[src/rtl/leaf_pkg.sv]
// ---------------------------------------------------------------------------
// leaf_pkg
// Shared definitions for the leaf output arbiter: packet field widths, the
// bit offset of every field inside a packet, the output-register state
// type and a helper that assembles a valid packet from its fields.
//
// Packet layout, MSB first: {valid, dest_leaf, dest_port, addr, payload}
// ---------------------------------------------------------------------------
package leaf_pkg;

    localparam int LEAF_BITS = 5;
    localparam int PORT_BITS = 4;
    localparam int ADDR_BITS = 7;
    localparam int DATA_BITS = 32;
    localparam int PKT_BITS  = 1 + LEAF_BITS + PORT_BITS + ADDR_BITS + DATA_BITS;

    // Field offsets (LSB position of each field)
    localparam int DATA_LSB  = 0;
    localparam int ADDR_LSB  = DATA_LSB + DATA_BITS;
    localparam int PORT_LSB  = ADDR_LSB + ADDR_BITS;
    localparam int LEAF_LSB  = PORT_LSB + PORT_BITS;
    localparam int VALID_BIT = LEAF_LSB + LEAF_BITS;

    typedef enum logic {
        ST_EMPTY = 1'b0,
        ST_FULL  = 1'b1
    } out_state_t;

    // Build a packet with the valid bit set.
    function automatic logic [PKT_BITS-1:0] pack_packet(
        input logic [LEAF_BITS-1:0] leaf,
        input logic [PORT_BITS-1:0] port,
        input logic [ADDR_BITS-1:0] addr,
        input logic [DATA_BITS-1:0] data
    );
        logic [PKT_BITS-1:0] pkt;
        pkt                         = '0;
        pkt[VALID_BIT]              = 1'b1;
        pkt[LEAF_LSB +: LEAF_BITS]  = leaf;
        pkt[PORT_LSB +: PORT_BITS]  = port;
        pkt[ADDR_LSB +: ADDR_BITS]  = addr;
        pkt[DATA_LSB +: DATA_BITS]  = data;
        return pkt;
    endfunction

endpackage

[src/rtl/rr_arbiter.sv]
// ---------------------------------------------------------------------------
// rr_arbiter
// Combinational round-robin picker. Returns a one-hot grant for the first
// requester found when searching upward from ptr+1, wrapping WIDTH-1 -> 0.
//
// Ports
//   req   in  WIDTH     request vector
//   ptr   in  PTR_BITS  index of the previous winner
//   grant out WIDTH     one-hot grant (all zero when no request)
// ---------------------------------------------------------------------------
module rr_arbiter #(
    parameter int WIDTH    = 4,
    parameter int PTR_BITS = (WIDTH > 1) ? $clog2(WIDTH) : 1
) (
    input  logic [WIDTH-1:0]    req,
    input  logic [PTR_BITS-1:0] ptr,
    output logic [WIDTH-1:0]    grant
);

    logic [WIDTH-1:0] upper_mask;
    logic [WIDTH-1:0] masked_req;
    logic [WIDTH-1:0] pick_src;

    // Bits strictly above ptr. When ptr is the top index the shift
    // overflows to zero and the mask collapses to empty, forcing the wrap.
    assign upper_mask = ~((WIDTH'(2) << ptr) - WIDTH'(1));
    assign masked_req = req & upper_mask;

    // Requests above the pointer take priority; otherwise wrap to the bottom.
    assign pick_src   = (|masked_req) ? masked_req : req;

    // Isolate the lowest set bit.
    assign grant      = pick_src & (~pick_src + WIDTH'(1));

endmodule

[src/rtl/leaf_out_arbiter.sv]
// ---------------------------------------------------------------------------
// leaf_out_arbiter
// Merges NUM_OUT_PORTS user payload streams into a single packet stream.
// Each port has a configurable destination, an enable, a credit counter
// (returned by the destination) and a sequence counter used as the packet
// address. One round-robin grant per cycle loads a one-deep output register.
//
// Ports
//   clk            in   1                          clock
//   reset_n        in   1                          async active-low reset
//   din_user2arb   in   NUM_OUT_PORTS*PAYLOAD_BITS payloads, port 0 at LSBs
//   vld_user2arb   in   NUM_OUT_PORTS              payload valid per port
//   ack_arb2user   out  NUM_OUT_PORTS              one-cycle accept pulse
//   cfg_we         in   1                          destination-table write
//   cfg_port       in   3                          port being configured
//   cfg_dest       in   LEAF+PORT bits             {dest_leaf, dest_port}
//   cfg_en         in   1                          port enable
//   credit_vld     in   1                          credit return strobe
//   credit_port    in   3                          port receiving credit
//   credit_amt     in   NUM_ADDR_BITS+1            credits returned
//   dout_arb2bft   out  PACKET_BITS                packet, MSB = valid
//   rdy_bft2arb    in   1                          downstream accepts packet
// ---------------------------------------------------------------------------
module leaf_out_arbiter
    import leaf_pkg::*;
#(
    parameter int NUM_OUT_PORTS = 4,
    parameter int PAYLOAD_BITS  = DATA_BITS,
    parameter int NUM_LEAF_BITS = LEAF_BITS,
    parameter int NUM_PORT_BITS = PORT_BITS,
    parameter int NUM_ADDR_BITS = ADDR_BITS,
    parameter int PACKET_BITS   = 1 + NUM_LEAF_BITS + NUM_PORT_BITS + NUM_ADDR_BITS + PAYLOAD_BITS,
    parameter int CREDIT_MAX    = 128
) (
    input  logic                                    clk,
    input  logic                                    reset_n,
    input  logic [NUM_OUT_PORTS*PAYLOAD_BITS-1:0]   din_user2arb,
    input  logic [NUM_OUT_PORTS-1:0]                vld_user2arb,
    output logic [NUM_OUT_PORTS-1:0]                ack_arb2user,
    input  logic                                    cfg_we,
    input  logic [2:0]                              cfg_port,
    input  logic [NUM_LEAF_BITS+NUM_PORT_BITS-1:0]  cfg_dest,
    input  logic                                    cfg_en,
    input  logic                                    credit_vld,
    input  logic [2:0]                              credit_port,
    input  logic [NUM_ADDR_BITS:0]                  credit_amt,
    output logic [PACKET_BITS-1:0]                  dout_arb2bft,
    input  logic                                    rdy_bft2arb
);

    localparam int PTR_BITS    = (NUM_OUT_PORTS > 1) ? $clog2(NUM_OUT_PORTS) : 1;
    localparam int CREDIT_BITS = $clog2(CREDIT_MAX + 1);
    localparam int DEST_BITS   = NUM_LEAF_BITS + NUM_PORT_BITS;
    // Wide enough to hold credit + credit_amt before saturation.
    localparam int SUM_BITS    = ((CREDIT_BITS > NUM_ADDR_BITS + 1) ? CREDIT_BITS : NUM_ADDR_BITS + 1) + 1;

    out_state_t                 state_reg, state_next;
    logic [PACKET_BITS-1:0]     dout_reg, dout_next;
    logic [PTR_BITS-1:0]        last_grant_reg, last_grant_next;

    logic [CREDIT_BITS-1:0]     credit_reg [NUM_OUT_PORTS];
    logic [NUM_ADDR_BITS-1:0]   addr_reg   [NUM_OUT_PORTS];
    logic [DEST_BITS-1:0]       dest_reg   [NUM_OUT_PORTS];
    logic                       enable_reg [NUM_OUT_PORTS];

    logic [NUM_OUT_PORTS-1:0]   eligible;
    logic [NUM_OUT_PORTS-1:0]   req_masked;
    logic [NUM_OUT_PORTS-1:0]   grant_onehot;
    logic                       grant_valid;
    logic                       can_grant;

    logic [PTR_BITS-1:0]        grant_idx;
    logic [PAYLOAD_BITS-1:0]    sel_payload;
    logic [DEST_BITS-1:0]       sel_dest;
    logic [NUM_ADDR_BITS-1:0]   sel_addr;

    // A new packet may be loaded when the register is empty or is being
    // drained this very cycle.
    assign can_grant  = (state_reg == ST_EMPTY) || rdy_bft2arb;
    assign req_masked = eligible & {NUM_OUT_PORTS{can_grant}};

    rr_arbiter #(
        .WIDTH    (NUM_OUT_PORTS),
        .PTR_BITS (PTR_BITS)
    ) u_rr_arbiter (
        .req   (req_masked),
        .ptr   (last_grant_reg),
        .grant (grant_onehot)
    );

    assign grant_valid  = |grant_onehot;
    assign ack_arb2user = grant_onehot;
    assign dout_arb2bft = dout_reg;

    // Mux the winning port's fields.
    always_comb begin
        grant_idx   = '0;
        sel_payload = '0;
        sel_dest    = '0;
        sel_addr    = '0;
        for (int i = 0; i < NUM_OUT_PORTS; i++) begin
            if (grant_onehot[i]) begin
                grant_idx   = PTR_BITS'(i);
                sel_payload = din_user2arb[i*PAYLOAD_BITS +: PAYLOAD_BITS];
                sel_dest    = dest_reg[i];
                sel_addr    = addr_reg[i];
            end
        end
    end

    // Per-port bookkeeping: eligibility, credits, sequence and config.
    genvar gi;
    generate
        for (gi = 0; gi < NUM_OUT_PORTS; gi++) begin : g_port
            logic                   credit_hit;
            logic                   cfg_hit;
            logic [SUM_BITS-1:0]    credit_sum;
            logic [CREDIT_BITS-1:0] credit_next;

            // Out-of-range port numbers never match any gi, so they are dropped.
            assign credit_hit = credit_vld && (int'(credit_port) == gi);
            assign cfg_hit    = cfg_we && (int'(cfg_port) == gi);

            assign eligible[gi] = vld_user2arb[gi] & enable_reg[gi] & (credit_reg[gi] != '0);

            // A grant implies credit >= 1, so the subtraction cannot underflow.
            assign credit_sum  = SUM_BITS'(credit_reg[gi])
                               + (credit_hit ? SUM_BITS'(credit_amt) : SUM_BITS'(0))
                               - SUM_BITS'(grant_onehot[gi]);
            assign credit_next = (credit_sum > SUM_BITS'(CREDIT_MAX)) ? CREDIT_BITS'(CREDIT_MAX)
                                                                       : credit_sum[CREDIT_BITS-1:0];

            always_ff @(posedge clk or negedge reset_n) begin
                if (!reset_n) begin
                    credit_reg[gi] <= CREDIT_BITS'(CREDIT_MAX);
                    addr_reg[gi]   <= '0;
                    dest_reg[gi]   <= '0;
                    enable_reg[gi] <= 1'b0;
                end else begin
                    credit_reg[gi] <= credit_next;
                    if (grant_onehot[gi]) begin
                        addr_reg[gi] <= addr_reg[gi] + 1'b1;
                    end
                    if (cfg_hit) begin
                        dest_reg[gi]   <= cfg_dest;
                        enable_reg[gi] <= cfg_en;
                    end
                end
            end
        end
    endgenerate

    // Output register FSM: next state and next packet.
    always_comb begin
        state_next      = state_reg;
        dout_next       = dout_reg;
        last_grant_next = last_grant_reg;
        if (grant_valid) begin
            state_next      = ST_FULL;
            dout_next       = pack_packet(sel_dest[DEST_BITS-1 -: NUM_LEAF_BITS],
                                          sel_dest[NUM_PORT_BITS-1:0],
                                          sel_addr,
                                          sel_payload);
            last_grant_next = grant_idx;
        end else if ((state_reg == ST_FULL) && rdy_bft2arb) begin
            state_next = ST_EMPTY;
            dout_next  = '0;
        end
    end

    always_ff @(posedge clk or negedge reset_n) begin
        if (!reset_n) begin
            state_reg      <= ST_EMPTY;
            dout_reg       <= '0;
            last_grant_reg <= PTR_BITS'(NUM_OUT_PORTS - 1);
        end else begin
            state_reg      <= state_next;
            dout_reg       <= dout_next;
            last_grant_reg <= last_grant_next;
        end
    end

endmodule

[config.mk]
export PLATFORM = sky130hd
export DESIGN_NAME = leaf_out_arbiter
export DESIGN_NICKNAME = d
export VERILOG_FILES = /design/src/rtl/leaf_pkg.sv /design/src/rtl/rr_arbiter.sv /design/src/rtl/leaf_out_arbiter.sv
export SDC_FILE = /design/constraint.sdc
export NUM_CORES = 1
export LEC_CHECK = 0
export ABC_AREA = 1
export BUFFER_PORTS_ARGS = -buffer_cell sky130_fd_sc_hd__clkbuf_2
export CAP_MARGIN = 20
export CORE_MARGIN = 5
export CORE_UTILIZATION = 56
export DETAILED_ROUTE_END_ITERATION = 10
export GPL_TIMING_DRIVEN = 0
export PLACE_DENSITY = 0.82
export SYNTH_ARGS = -nofsm -noshare
export SYNTH_HDL_FRONTEND = slang
export SYNTH_SLANG_ARGS = --single-unit
[constraint.sdc]
create_clock -name clk -period 4.9 [get_ports clk]
set_input_delay 0.245 -clock clk [delete_from_list [all_inputs] [get_ports clk]]
set_output_delay 0.245 -clock clk [all_outputs]
set_load 0.01 [all_outputs]
==> results of run 1 <==
## per-layer routing
| layer | global-route usage, % | vias to the layer above | share of wire [%] |
|---|---|---|---|
| met3 | 4.48 | 68 | 6.0 |
| met1 | 35.3 | 4242 | 43 |
| met4 | 10.6 | 0 | 3.0 |
| met2 | 44.6 | 310 | 48 |
| li1 | - | 4567 | - |
| met5 | 0 | - | 0 |
## critical path: cells and delay by family (launching register included)
family	cells	cell delay (ns)
AOI/OAI and AO/OA	2	0.28
DFF	1	0.38
buffers and inverters	5	0.52
xor gates and xnor gates	1	0.18
adders and majority gates	3	0.81
and+or+nand+nor	13	1.73
## path summary, 6_finish.rpt
check / startpoint / end / slack [ns] / cells after the start
min reg2reg: addr_reg[17] / addr_reg[17] / 0.47 / 1
min: din_user2arb[97] / dout_arb2bft[1] / 0.10 / 4
max: credit_reg[25] / credit_reg[18] / 0.89 / 24
max reg2reg: credit_reg[25] / credit_reg[18] / 0.89 / 24
min in group asynchronous: reset_n / credit_reg[27] / 0.36 / 2
max in group asynchronous: reset_n / credit_reg[7] / 3.73 / 3
## cell usage in the layout (no fill, tap or decap), types with 16 or more instances in the layout
cell type                   synthesis  layout
sky130_fd_sc_hd__nor2_1            48      48
sky130_fd_sc_hd__dfrtp_1          145     145
sky130_fd_sc_hd__xor2_1            32      32
sky130_fd_sc_hd__ha_1              68      68
sky130_fd_sc_hd__clkbuf_2           0     213
sky130_fd_sc_hd__clkbuf_1          14      16
sky130_fd_sc_hd__o21ai_0           90      90
sky130_fd_sc_hd__clkbuf_16          0      17
sky130_fd_sc_hd__nand3_1           85      85
sky130_fd_sc_hd__inv_1            181     181
sky130_fd_sc_hd__a21oi_1           35      35
sky130_fd_sc_hd__nand2_1          449     449
sky130_fd_sc_hd__or2_0             29      29
sky130_fd_sc_hd__buf_2             18      19
## cell families after synthesis
family                   synth area share, %
adder cells (fa/ha/maj)                 9.60
AO/OA/AOI/OAI                           7.69
AND/OR/NAND/NOR                         29.8
buffers and inverters                   10.0
XOR/XNOR                                3.88
flip-flops                              39.0
## power by group through the flow
| stage | sequential [mW] | combinational [mW] | clock, mW |
|---|---|---|---|
| CTS | 1.93 | 3.49 | 1.25 |
| finish | 1.94 | 3.50 | 1.24 |
| detailed placement | 1.95 | 3.45 | 0 |
| global route | 1.99 | 3.97 | 1.30 |
| global placement | 1.94 | 3.32 | 0 |
| floorplan | 2.01 | 2.40 | 0 |
## per-stage QoR
step	instance area (um2)	std cells	util, %
after floorplan	9700	1312	-
after global placement	11000	1750	64.5
after global routing	11700	1786	68.1
after CTS	11600	1784	68.0
after detailed placement	11100	1751	64.7
final	11700	1786	68.1
## cell type report
cell class	count	area [um2]	share of cell area (%)
repair buffers	217	1120	9.63
flip-flops and latches	151	3790	32.5
plain buffers	44	251	2.16
clock inverters	12	104	0.891
clock buffers	20	447	3.83
well taps	225	282	2.42
multi-input cells	925	4940	42.4
inverters	192	721	6.19
==> flow_summary_export.csv, run 1 <==
group,metric,value,unit
clocking,clk_pin_slew,0.06,ns
global_route,first_global_vias,8938,
clocking,htreeDepth,4,
die,initial_utilization,56.7,%
route,drt_first_pass_iters,5,
place,port_buffers,213,
yosys,yosys.cell_count.top_type,"sky130_fd_sc_hd__nand2_1",
die,coreArea,17100,um2
route,routedWlPerCell,15.1,um
global_route,initial_antenna_violation_count,0,
yosys,ys_warn_count,0,
final_layout,syn_to_final_growth,20.2,%
outcome,outcome,"finished clean",
pwr,power.clock.fraction,18.5,%
yosys,synth.top_cell.area_share,37.4,%
final_layout,antenna-diode-count,0,
setup_path,cell_with_the_most_instances_on_the_worst_path,"sky130_fd_sc_hd__nor2_1",
die,rows,48,
timing,layout_worst_path_cycle_share,81.9,%
pwr,switchingPower,2.95,mW
clocking,cts_hold_repair.buffers,1,
yosys,postSynthNetCount,1545,
pwr,ir_worst_vdd,0.356,mV
timing,final.min_clock_period,4.01,ns
setup_path,endpoint_class_of_the_critical_path,"flop",
die,io-pin-count,214,
global_route,first_pass_grt_wire_length,43.3,mm
pwr,total_leakage_power,6.72,nW
die,floorplan.die_area,20000,um2
setup_path,path_class,"reg2reg",
yosys,ys_seq_elements,151,
pwr,power.share.switching,44.2,%
setup_path,critPathLaunchType,"flop",
timing,final.hold.worst_slack,0.105,ns
final_layout,filler_cells_inserted,1474,
timing,grt_setup_unrepaired,"false",
final_layout,num-nets-final,1781,
route,drc,0,
route,finalWirelength,26.9,mm
timing,max_slew_margin,44.5,%
yosys,synth_seq_area_share,39.0,%
timing,max_freq,249,MHz
place,pre_cts_ws,0.921,ns
die,die_width,142,um
setup_path,critical-path-max-stage-delay,0.39,ns
place,gp_congestion,0.934,
setup_path,critical_path.cell_chain,"nor2_1, nand3_1, nor2_1, nor2_1, nand2_2, inv_1, nand2_2, nand2_4, buf_6, inv_2, ha_1, inv_1, ha_1, inv_1, fa_1, nand3b_1, nand2_1, a21oi_1, o21ai_0, xnor2_1, nand3_1, nand2_1, nand2_1, nor2_1",
timing,timing_hold_violations_final,0,
clocking,tritoncts,"yes",
yosys,synth_cell_types,35,
place,post-dp-hpwl,20.8,mm
setup_path,cp_slowest_cell,"sky130_fd_sc_hd__fa_1",
timing,finalMaxSlewViolations,0,
timing,finClkSkew,0.00796,ns
global_route,grt_max_degree,82,
route,drtAntennaViolNets,0,
route,viasPerCell,5.14,
final_layout,post_route_cells_drive_above_1_share,20.4,%
pwr,pwr_density_cell,573,nW/um2
setup_path,cp_max_fo,10,
pwr,intPower,3.72,mW
yosys,post_synth_instance_area,9700,um2
yosys,ys_async_sr_fraction,100,%
worst_hold_path,hp-class,"in2reg",
setup_path,critPathRequiredTime,5.25,ns
route,drt_first_iter_violations,496,
yosys,netlist_top_cells_area,"sky130_fd_sc_hd__dfrtp_1 37%, sky130_fd_sc_hd__nand2_1 17%, sky130_fd_sc_hd__ha_1 8.8%, sky130_fd_sc_hd__inv_1 7.0%, sky130_fd_sc_hd__o21ai_0 4.6%",
clocking,cts_resized,0,
pwr,share_seq_of_total_power,29.1,%
setup_path,crit_arrival,4.37,ns
final_layout,largest_register_ff_count,48,
timing,worst_slew_pin_slew,0.826,ns
pwr,design_power_total,6.67,mW
yosys,dominantRegCellSynth,"sky130_fd_sc_hd__dfrtp_1",
clocking,numClockSinks,151,
pwr,comb_power_share,52.4,%
yosys,synth-edff-count,0,
clocking,cts_inserted_buffers,17,
clocking,cts.repair_timing.setup_buffer_count,0,
route,routed-via-count,9187,
yosys,syn_avg_cell_area,7.39,um2
clocking,clk_latency,0.43,ns
job,maxCapViolations,0,
clocking,clk_root_buffer_cell,"sky130_fd_sc_hd__clkbuf_16",
global_route,grtUsageTotal,26.9,%
die,die_height,142,um
timing,setup_violations,0,
timing,final.setup.worst_slack,0.886,ns
yosys,synth.largest_area_cell,"sky130_fd_sc_hd__dfrtp_1",
global_route,grt_overflow_total,0,
yosys,synthCells,1312,
timing,setup_tns,0,ns
clocking,cts-root-to-sink-buffers,2,
yosys,netlist_top_cells_count,"449 x sky130_fd_sc_hd__nand2_1, 181 x sky130_fd_sc_hd__inv_1, 145 x sky130_fd_sc_hd__dfrtp_1, 90 x sky130_fd_sc_hd__o21ai_0, 85 x sky130_fd_sc_hd__nand3_1",
No activity file was read; power rests on OpenSTA's default activity.
==> inputs of run 2 (changes only) <==
Clock period 4.9 ns to 3.8 ns, I/O delays scaled along.
==> flow_summary_export.csv, run 2 (synthesis results as in run 1) <==
group,metric,value,unit
global_route,first_global_vias,9015,
outcome,outcome,"finished clean",
timing,final.setup.worst_slack,0.116,ns
global_route,grt_overflow_total,0,
place,placedInstanceArea,11100,um2
final_layout,num-nets-final,1796,
timing,final.min_clock_period,3.68,ns
timing,timing_hold_violations_final,0,
setup_path,path_class,"reg2reg",
pwr,ir_worst_vdd,0.465,mV
die,initial_utilization,56.7,%
clocking,tritoncts,"yes",
setup_path,critPathRequiredTime,4.15,ns
setup_path,critPathLaunchType,"flop",
worst_hold_path,hp-class,"in2reg",
pwr,total_leakage_power,6.82,nW
job,maxCapViolations,0,
global_route,initial_antenna_violation_count,0,
global_route,first_pass_grt_wire_length,43.7,mm
pwr,switchingPower,4.00,mW
global_route,grtUsageTotal,27.2,%
route,drtAntennaViolNets,0,
clocking,cts-root-to-sink-buffers,2,
timing,worst_slew_pin_slew,0.836,ns
clocking,numClockSinks,151,
final_layout,antenna-diode-count,0,
clocking,htreeDepth,4,
route,drt_first_pass_iters,6,
die,coreArea,17100,um2
setup_path,crit_start,"credit_reg[15]",
setup_path,endpoint_class_of_the_critical_path,"flop",
die,floorplan.die_area,20000,um2
timing,setup_violations,0,
clocking,clk_root_buffer_cell,"sky130_fd_sc_hd__clkbuf_16",
route,drt_first_iter_violations,602,
worst_hold_path,holdCritStartpoint,"din_user2arb[97]",
final_layout,post_route_cells_drive_above_1_share,23.7,%
final_layout,syn_to_final_growth,23.9,%
timing,layout_worst_path_cycle_share,97.0,%
timing,finClkSkew,0.00940,ns
pwr,comb_power_share,54.0,%
route,routedWlPerCell,15.4,um
clocking,cts_inserted_buffers,17,
clocking,clk_pin_slew,0.06,ns
final_layout,final_cell_area,12000,um2
die,die_height,142,um
timing,max_slew_margin,43.9,%
pwr,intPower,4.94,mW
timing,finalMaxSlewViolations,0,
pwr,design_power_total,8.93,mW
timing,max_freq,271,MHz
setup_path,timing.rr.start,"credit_reg[15]",
die,rows,48,
final_layout,layoutNonFillerInstCount,1801,
route,routed-via-count,9379,
place,pre_cts_ws,-0.179,ns
die,die_width,142,um
die,io-pin-count,214,
place,post-dp-hpwl,20.8,mm
final_layout,largest_register_ff_count,48,
place,placed_cells_incl_taps,1751,
pwr,power.clock.fraction,17.9,%
final_layout,most-common-layout-cells,"437 x sky130_fd_sc_hd__nand2_1, 214 x sky130_fd_sc_hd__clkbuf_2, 177 x sky130_fd_sc_hd__inv_1",
place,gp_congestion,0.934,
clocking,clk_latency,0.43,ns
global_route,grt_max_degree,82,
place,port_buffers,213,
setup_path,crit_arrival,4.04,ns
pwr,power.share.switching,44.8,%
setup_path,cp_max_fo,10,
route,drc,0,
route,viasPerCell,5.21,
final_layout,most_common_cell_after_layout_fill_and_taps_aside,"sky130_fd_sc_hd__nand2_1",
pwr,pwr_density_cell,744,nW/um2
pwr,share_seq_of_total_power,28.1,%
route,finalWirelength,27.8,mm
==> run 2: cell count changes in the layout (fill, tap and decap cells not counted), moves of 3 or more <==
cell / previous run / this run
sky130_fd_sc_hd__nor2_1: 48 / 37
sky130_fd_sc_hd__buf_4: 5 / 19
sky130_fd_sc_hd__nand2_4: 1 / 7
sky130_fd_sc_hd__fa_2: 0 / 3
sky130_fd_sc_hd__nand2_1: 449 / 437
sky130_fd_sc_hd__fa_1: 4 / 1
sky130_fd_sc_hd__nor2_2: 2 / 12
sky130_fd_sc_hd__inv_1: 181 / 177
sky130_fd_sc_hd__nand3_1: 85 / 80
sky130_fd_sc_hd__nand2_2: 6 / 12
sky130_fd_sc_hd__nand3_4: 0 / 4
==> run 2: worst paths after layout <==
path / end / slack (ns) / depth (start not counted)
max reg2reg: credit_reg[18] / 0.12 / 25
min in group asynchronous: credit_reg[27] / 0.31 / 2
max in group asynchronous: credit_reg[7] / 2.68 / 3
max: credit_reg[18] / 0.12 / 25
min reg2reg: addr_reg[17] / 0.47 / 1
min: dout_arb2bft[1] / 0.05 / 4
==> run 2: critical path: stages (launching register included) <==
cell                       delay [ns]
sky130_fd_sc_hd__dfstp_2         0.52
sky130_fd_sc_hd__inv_2           0.04
sky130_fd_sc_hd__nand2_1         0.06
sky130_fd_sc_hd__nor2_1          0.03
sky130_fd_sc_hd__nand2_1         0.09
sky130_fd_sc_hd__nand3_2         0.14
sky130_fd_sc_hd__nand3_4         0.10
sky130_fd_sc_hd__nand2_4         0.07
sky130_fd_sc_hd__buf_4           0.15
sky130_fd_sc_hd__nand2_4         0.08
sky130_fd_sc_hd__buf_12          0.14
sky130_fd_sc_hd__inv_4           0.07
sky130_fd_sc_hd__ha_1            0.30
sky130_fd_sc_hd__inv_1           0.07
sky130_fd_sc_hd__ha_1            0.17
sky130_fd_sc_hd__inv_1           0.06
sky130_fd_sc_hd__fa_2            0.34
sky130_fd_sc_hd__nand3b_1        0.18
sky130_fd_sc_hd__nand2_2         0.11
sky130_fd_sc_hd__a21oi_1         0.07
sky130_fd_sc_hd__o21ai_1         0.17
sky130_fd_sc_hd__xnor2_1         0.17
sky130_fd_sc_hd__nand3_1         0.12
sky130_fd_sc_hd__nand2_2         0.11
sky130_fd_sc_hd__nand2_2         0.10
sky130_fd_sc_hd__nor2_1          0.12
==> run 2: what timing repair did <==
action | 4_1_cts | 5_1_grt
pin swaps | 4 | 21
buffers inserted | 4 | 13
hold buffers | 1 | 0
resized for setup | 21 | 51
endpoints found under the hold margin | 66 | 0
endpoints found under the setup margin | 19 | 28
==> run 2: power by group through the flow <==
stage	registers (mW)	clock network [mW]	logic [mW]
detailed placement	2.51	0	4.45
floorplan	2.59	0	3.09
global placement	2.50	0	4.29
CTS	2.49	1.61	4.57
finish	2.51	1.60	4.83
global route	2.57	1.68	5.44
==> run 2: metal layers <==
metal  part of all wire [%]  track usage (%)  up-vias
met2                     49             44.9      337
met3                    6.7             4.58       75
li1                       -                -     4597
met1                     42             35.7     4370
met4                    2.9             11.0        0
met5                      0                0        -
==> run 2: layout make-up <==
type / instances / area (um2)
sequential: 151 / 3790
timing repair buffer: 234 / 1260
fill: 1409 / 5110
clock buffer: 20 / 447
multi-input combinational: 925 / 5130
inverter: 192 / 746
tap: 225 / 282
buffer: 42 / 260
clock inverter: 12 / 104
==> run 2: metrics by stage <==
step | utilization, % | TNS, ns | hold slack [ns]
5_1_grt | 70.2 | -0.290 | 0.0461
6_report | 70.2 | 0 | 0.0451
3_5_place_dp | 64.7 | -2.17 | 0.230
4_1_cts | 68.6 | 0 | 0.0390
3_3_place_gp | 64.5 | -1.76 | 0.456
2_1_floorplan | - | 0 | -0.106
